===== src/rtl/if_fetch.sv =====
// ---------------------------------------------------------------------------
// if_fetch -- instruction-fetch stage of the 5-stage MIPS pipeline.
//
// Owns the program counter, drives a request/acknowledge instruction-memory
// port and registers {pc, instruction, valid} into the IF/ID pipeline
// register. Handles downstream stall, taken branches with a delay slot and
// exception flush. A one-entry skid buffer holds an instruction that
// returns from memory while the pipeline is stalled.
//
// Optional build macro:
//   ADDR_ERR_EN  adds output if_excp_adel. A fetch from a PC whose low two
//                bits are non-zero is never issued. Instead the stage
//                reports an address-error exception for that PC and stays
//                quiet until the next flush. Without the macro the low PC
//                bits are ignored for alignment.
//
// Ports:
//   clk                   pipeline clock, rising edge
//   rst                   synchronous active-high reset
//   stall                 downstream hold from pipeline control
//   branch_flag_i         branch taken, from decode
//   branch_target_addr_i  branch target address
//   flush                 exception flush
//   new_pc                exception handler address
//   inst_req              fetch request to instruction memory
//   inst_addr             fetch address (word aligned PC)
//   inst_ack              memory accepted the request and returned data
//   inst_rdata            instruction word, valid while inst_ack is high
//   if_pc                 PC of the delivered instruction
//   if_inst               delivered instruction, 0 (nop) when not valid
//   if_valid              if_pc / if_inst hold a real instruction
//   if_excp_adel          (ADDR_ERR_EN only) instruction address error
// ---------------------------------------------------------------------------
module if_fetch #(
    parameter logic [31:0] RESET_PC = 32'h0000_0000
) (
    input  logic        clk,
    input  logic        rst,
    input  logic        stall,
    input  logic        branch_flag_i,
    input  logic [31:0] branch_target_addr_i,
    input  logic        flush,
    input  logic [31:0] new_pc,
    output logic        inst_req,
    output logic [31:0] inst_addr,
    input  logic        inst_ack,
    input  logic [31:0] inst_rdata,
    output logic [31:0] if_pc,
    output logic [31:0] if_inst,
    output logic        if_valid
`ifdef ADDR_ERR_EN
    ,
    output logic        if_excp_adel
`endif
);

    // IDLE: one quiet cycle after reset. REQ: fetching at pc.
    // HOLD: skid buffer full, waiting for the stall to lift.
    // DROP: a request abandoned by a flush is still waiting for its ack.
    // AERR: misaligned PC reported, waiting for a flush.
    typedef enum logic [2:0] {
        S_IDLE,
        S_REQ,
        S_HOLD,
        S_DROP,
        S_AERR
    } state_t;

    state_t      state_q, state_d;
    logic [31:0] pc_q, pc_d;
    logic        redir_q, redir_d;
    logic [31:0] redir_tgt_q, redir_tgt_d;
    logic [31:0] skid_pc_q, skid_pc_d;
    logic [31:0] skid_inst_q, skid_inst_d;
    logic [31:0] drop_addr_q, drop_addr_d;
    logic [31:0] if_pc_d;
    logic [31:0] if_inst_d;
    logic        if_valid_d;
`ifdef ADDR_ERR_EN
    logic        adel_d;
`endif

    logic        pc_misaligned;
    logic [31:0] fetch_addr;
    logic        xfer;
    logic        branch_take;
    logic [31:0] seq_pc;
    logic [31:0] next_fetch;

    // Alignment only matters when the address-error exception is built in.
    // Otherwise the low PC bits are simply masked off the fetch address.
`ifdef ADDR_ERR_EN
    assign pc_misaligned = (pc_q[1:0] != 2'b00);
`else
    assign pc_misaligned = 1'b0;
`endif
    assign fetch_addr = {pc_q[31:2], 2'b00};

    // A dropped request must keep presenting its original address until the
    // memory acknowledges it, even though pc already points at the handler.
    assign inst_req  = ((state_q == S_REQ) && !pc_misaligned) || (state_q == S_DROP);
    assign inst_addr = (state_q == S_DROP) ? drop_addr_q : fetch_addr;

    assign xfer        = inst_req & inst_ack;
    assign branch_take = branch_flag_i & ~stall & ~flush;
    // A branch seen in an earlier cycle (redir_q) steers the address after
    // the delay slot. A branch seen in the same cycle as the ack overrides it.
    assign seq_pc      = redir_q ? redir_tgt_q : (pc_q + 32'd4);
    assign next_fetch  = branch_take ? branch_target_addr_i : seq_pc;

    // Next-state and datapath logic. Flush is checked before anything else
    // and wipes every piece of speculative state. Branches and normal
    // progress are handled per state below it.
    always_comb begin
        state_d     = state_q;
        pc_d        = pc_q;
        redir_d     = redir_q;
        redir_tgt_d = redir_tgt_q;
        skid_pc_d   = skid_pc_q;
        skid_inst_d = skid_inst_q;
        drop_addr_d = drop_addr_q;
        if_pc_d     = if_pc;
        if_inst_d   = if_inst;
        if_valid_d  = if_valid;
`ifdef ADDR_ERR_EN
        adel_d      = if_excp_adel;
`endif

        if (flush) begin
            if_valid_d  = 1'b0;
            if_inst_d   = 32'h0;
            skid_pc_d   = 32'h0;
            skid_inst_d = 32'h0;
            redir_d     = 1'b0;
            pc_d        = new_pc;
`ifdef ADDR_ERR_EN
            adel_d      = 1'b0;
`endif
            if (inst_req && !inst_ack) begin
                state_d     = S_DROP;
                drop_addr_d = inst_addr;
            end else begin
                state_d     = S_REQ;
            end
        end else begin
            case (state_q)
                S_IDLE: begin
                    state_d = S_REQ;
                end

                S_REQ: begin
                    if (pc_misaligned) begin
                        if (!stall) begin
                            if_pc_d    = pc_q;
                            if_inst_d  = 32'h0;
                            if_valid_d = 1'b0;
`ifdef ADDR_ERR_EN
                            adel_d     = 1'b1;
`endif
                            state_d    = S_AERR;
                        end
                    end else if (xfer) begin
                        pc_d    = next_fetch;
                        redir_d = 1'b0;
                        if (stall) begin
                            skid_pc_d   = pc_q;
                            skid_inst_d = inst_rdata;
                            state_d     = S_HOLD;
                        end else begin
                            if_pc_d    = pc_q;
                            if_inst_d  = inst_rdata;
                            if_valid_d = 1'b1;
                        end
                    end else begin
                        // The current request is the delay slot, so remember
                        // the target until it returns.
                        if (branch_take) begin
                            redir_d     = 1'b1;
                            redir_tgt_d = branch_target_addr_i;
                        end
                        if (!stall) begin
                            if_valid_d = 1'b0;
                            if_inst_d  = 32'h0;
                        end
                    end
                end

                S_HOLD: begin
                    if (!stall) begin
                        if_pc_d    = skid_pc_q;
                        if_inst_d  = skid_inst_q;
                        if_valid_d = 1'b1;
                        state_d    = S_REQ;
                        // The skid entry is the delay slot, and nothing is in
                        // flight, so the target can be loaded directly.
                        if (branch_take) begin
                            pc_d = branch_target_addr_i;
                        end
                    end
                end

                S_DROP: begin
                    if (inst_ack) begin
                        state_d = S_REQ;
                    end
                end

                S_AERR: begin
                end

                default: begin
                    state_d = S_IDLE;
                end
            endcase
        end
    end

    // Pipeline and control registers with synchronous reset.
    always_ff @(posedge clk) begin
        if (rst) begin
            state_q      <= S_IDLE;
            pc_q         <= RESET_PC;
            redir_q      <= 1'b0;
            redir_tgt_q  <= 32'h0;
            skid_pc_q    <= 32'h0;
            skid_inst_q  <= 32'h0;
            drop_addr_q  <= 32'h0;
            if_pc        <= 32'h0;
            if_inst      <= 32'h0;
            if_valid     <= 1'b0;
`ifdef ADDR_ERR_EN
            if_excp_adel <= 1'b0;
`endif
        end else begin
            state_q      <= state_d;
            pc_q         <= pc_d;
            redir_q      <= redir_d;
            redir_tgt_q  <= redir_tgt_d;
            skid_pc_q    <= skid_pc_d;
            skid_inst_q  <= skid_inst_d;
            drop_addr_q  <= drop_addr_d;
            if_pc        <= if_pc_d;
            if_inst      <= if_inst_d;
            if_valid     <= if_valid_d;
`ifdef ADDR_ERR_EN
            if_excp_adel <= adel_d;
`endif
        end
    end

endmodule

===== config.mk =====
export PLATFORM = sky130hd
export DESIGN_NAME = if_fetch
export DESIGN_NICKNAME = d
export VERILOG_FILES = /design/src/rtl/if_fetch.sv
export SDC_FILE = /design/constraint.sdc
export NUM_CORES = 1
export LEC_CHECK = 0
export CORE_MARGIN = 1.5
export CORE_UTILIZATION = 55
export CTS_BUF_LIST = sky130_fd_sc_hd__clkbuf_4 sky130_fd_sc_hd__clkbuf_8
export DETAILED_ROUTE_END_ITERATION = 8
export PLACE_DENSITY = 0.86
export REMOVE_ABC_BUFFERS = 1
export SYNTH_ARGS = -nofsm -noshare
export SYNTH_HDL_FRONTEND = slang
export SYNTH_SLANG_ARGS = --single-unit

===== constraint.sdc =====
create_clock -name clk -period 4.36 [get_ports clk]
set_clock_uncertainty 0.1 [all_clocks]
set_input_delay 1.308 -clock clk [delete_from_list [all_inputs] [get_ports clk]]
set_output_delay 1.308 -clock clk [all_outputs]
set_load 0.03 [all_outputs]

==> results.md <==
* Outcome: complete, no violations
* Crit Path Category: reg -> out
* Startpoint Class: register
* Total global-route track usage at ~32%
* 1st-iter DRT viols at roughly 1200
* Post-Syn Area per Cell at 7.76 um2
* Placed Instance Area at 12800 um2
* DRT antenna net count at 0
* CTS Sinks at 228
* Cell with the most instances after synthesis: nand2_1
* PortBufs at 199
* PostCTS Resize Cnt at 0
* Cells after synthesis at 1369
* Final min period at 3.76 ns
* Yosys top cell by area: dfxtp_1
* Core area at between 15000 and 20000 um2
* P&R area growth vs syn at 27.6%
* Most instantiated cells after synthesis: nand2_1, dfxtp_1, a21oi_1, clkbuf_1, nor2_1
* Setup repair bufs after CTS at 0
* Worst rel slew slack at about a third
* Via count at 11100
* Crit-path leading delay family: buffers and inverters
* Antenna violations before repair at 0
* # rows at 50
* Max clock buf depth at 3
* Die Wd at 142 um
* WP data arrival at 2.35 ns
* Die Ht at 142 um
* Initial core utilization at 56.4%
* Htree depth at 2
* Die footprint at 20100 um2
* Crit end category: output pin
* Top cell type's share of synthesized area at 43.0%
* Pleak at 4.47 nW
* Worst-skew pair later-pin latency at 0.54 ns
* CP max stage delay at around 0.60 ns
* Fraction of layout instances using a drive strength above 1 at around a tenth
* GP Congestion at between 1 and 1.5
* Synthesized area at 10600 um2
* Commonest register cell after synthesis: dfxtp_1
* Seq/Total Area, Yosys at 43.0%
* Final nets at 1614
* Synth Area in Simple Gates at 22.1%
* Async SR Flop Fraction at 0%
* Number of I/O pins at 200
* Largest family of logic cells by synthesized area: compound AO/OA/AOI/OAI gates
* Largest net degree at the start of global routing at 74
* Wire per inst at 18.4 um
* Multiplexer area fraction after synthesis at about 3.6%
* CTS tree: built
* Worst Path Buf+Inv at 2
* Post-synthesis compound-gate area fraction at 24.9%
* Max Slew Vio Count at 0
* Root buffer cell: clkbuf_8
* EDFF count, synth at 0
* Crit-path max FO at 30
* RSZ-0062 raised after global routing: no
* Ant diodes at 0
* Hold Fails Final Rpt at 0
* Synthesized flop and latch total at 228
* Fmax at 0.266 GHz
* CTS Hold Buffers Added at 0
* Slowest CP cell: clkdlybuf4s50_1
* Final Instance Area at 13600 um2
* Max_cap viols at 0
* Syn. warnings at 0
* Total CTS buffers at 38
* Worst Tran Pin Value at 0.992 ns
* Cell area power density at roughly 360 nW/um2
* Drt total wl at 33100 um
* Setup violators final at 0
* First-pass GRT wire length at just over 50000 um
* Clk slew on worst S/H paths at 0.06 ns
* Synth Area in XOR/XNOR at 0.907%
* Fillcell total at between 1500 and 2000
* Drt pass-1 iters at 7
* Synth unique cells at 71
* Required time worst endpoint at a little under 3 ns
* Tcrit/Tclk final at ~86%
* Area contributors post-synth: dfxtp_1, nand2_1, a21oi_1
* DR DRC count at 0
* Grt total ovfl at 0
* Post-synthesis adder-cell area fraction at less than 1%
* Vias in the first global route at 10300
* Routed vias/inst at 6.17
* Worst hold path class: reg -> reg
* Setup TNS at 0 ns
* Final HPWL DP at 21700 um
* VDD IR max at 0.263 mV
* Critical Path, Cell by Cell: nand2_1 -> buf_4 -> mux2_2 -> clkdlybuf4s50_1
-- stage by stage --
step / setup slack, ns / instances / hold slack, ns / total power [W] / util, %
global route: 0.548 / 1794 / 0.374 / 0.00511 / 72.0
global placement: 0.766 / 1731 / 0.337 / 0.00303 / 67.9
detailed placement: 0.719 / 1731 / 0.336 / 0.00304 / 67.9
finish: 0.603 / 1794 / 0.353 / 0.00494 / 72.0
CTS: 0.630 / 1794 / 0.355 / 0.00494 / 72.0
floorplan: -0.128 / 1234 / 0.322 / 0.00266 / -
-- final cells by class --
type	instances	area [um2]	share of cell area, %
repair buffers	237	2320	17.1
inverters	11	41.3	0.305
flip-flops and latches	228	4560	33.7
clock inverters	7	46.3	0.342
multi-input cells	995	5530	40.8
well taps	260	325	2.40
clock buffers	56	727	5.36
-- cells in the final DEF, fill, tap and decap left out, drive strengths merged, types with 4 or more instances in the layout --
master         synthesis  final
nand2b                17     17
nor3                  25     25
clkdlybuf4s50          0    197
buf                   28     40
nand3                 21     21
o2bb2ai                5      5
and4                   6      6
nor4                   7      7
a21oi                150    150
or3                    4      4
nand4                 14     14
nand2                323    323
a22oi                 34     34
a311oi                32     32
o211ai                 9      9
a211oi                43     43
or2                    4      4
clkbuf               107     56
and3                   6      6
nor2                  97     97
o211a                  4      4
mux2                  31     31
o221ai                 7      7
o22ai                 10     10
o31ai                  6      6
a31oi                 10     10
and2                   4      4
a32o                   5      5
inv                   11     12
o21ai                 59     59
xor2                   4      4
a221o                  6      6
xnor2                  7      7
dfxtp                228    228
-- cells by family after synthesis --
group,count (synthesis)
xor+xnor,11
compound gates,407
simple gates,542
fa+ha+maj,1
buf+inv,146
flops,228
mux,34
-- power breakdown --
group          switching [W]  leakage (nW)  internal, W
Combinational       0.000447          2.21     0.000328
Clock               0.000853         0.401      0.00107
Sequential         0.0000935          1.85      0.00215
-- worst register-to-register path, delay by kind of cell (launching register included) --
kind,cells,cell delay (ns)
and+or+nand+nor,2,1.19
buffers and inverters,2,0.50
DFF,1,0.32
AOI/OAI and AO/OA,3,0.43
-- routing by layer --
metal / wire length [um] / track usage [%]
met1: 13100 / 41.6
met5: 0 / 0
met3: 3450 / 6.39
met2: 15100 / 52.0
met4: 1360 / 14.7
-- worst paths after layout --
path | from | endpoint | slack [ns] | cells after the start
max | state_q[0]$_SDFFE_PP0P_ | inst_addr[14] | 0.60 | 4
min | skid_pc_q[0]$_SDFFE_PP0P_ | skid_pc_q[0]$_SDFFE_PP0P_ | 0.35 | 2
max reg2reg | state_q[1]$_SDFFE_PP0P_ | pc_q[6]$_SDFFE_PP0P_ | 1.71 | 7
min reg2reg | skid_pc_q[0]$_SDFFE_PP0P_ | skid_pc_q[0]$_SDFFE_PP0P_ | 0.35 | 2
-- flip-flops by register name (all words and copies together) (netlist names) --
register	flops
if_inst	32
pc_q	32
skid_pc_q	32
redir_tgt_q	32
drop_addr_q	32
state_q	2
skid_inst_q	32
if_valid	1
redir_q	1
if_pc	32
(Power assumes the default switching activity.)
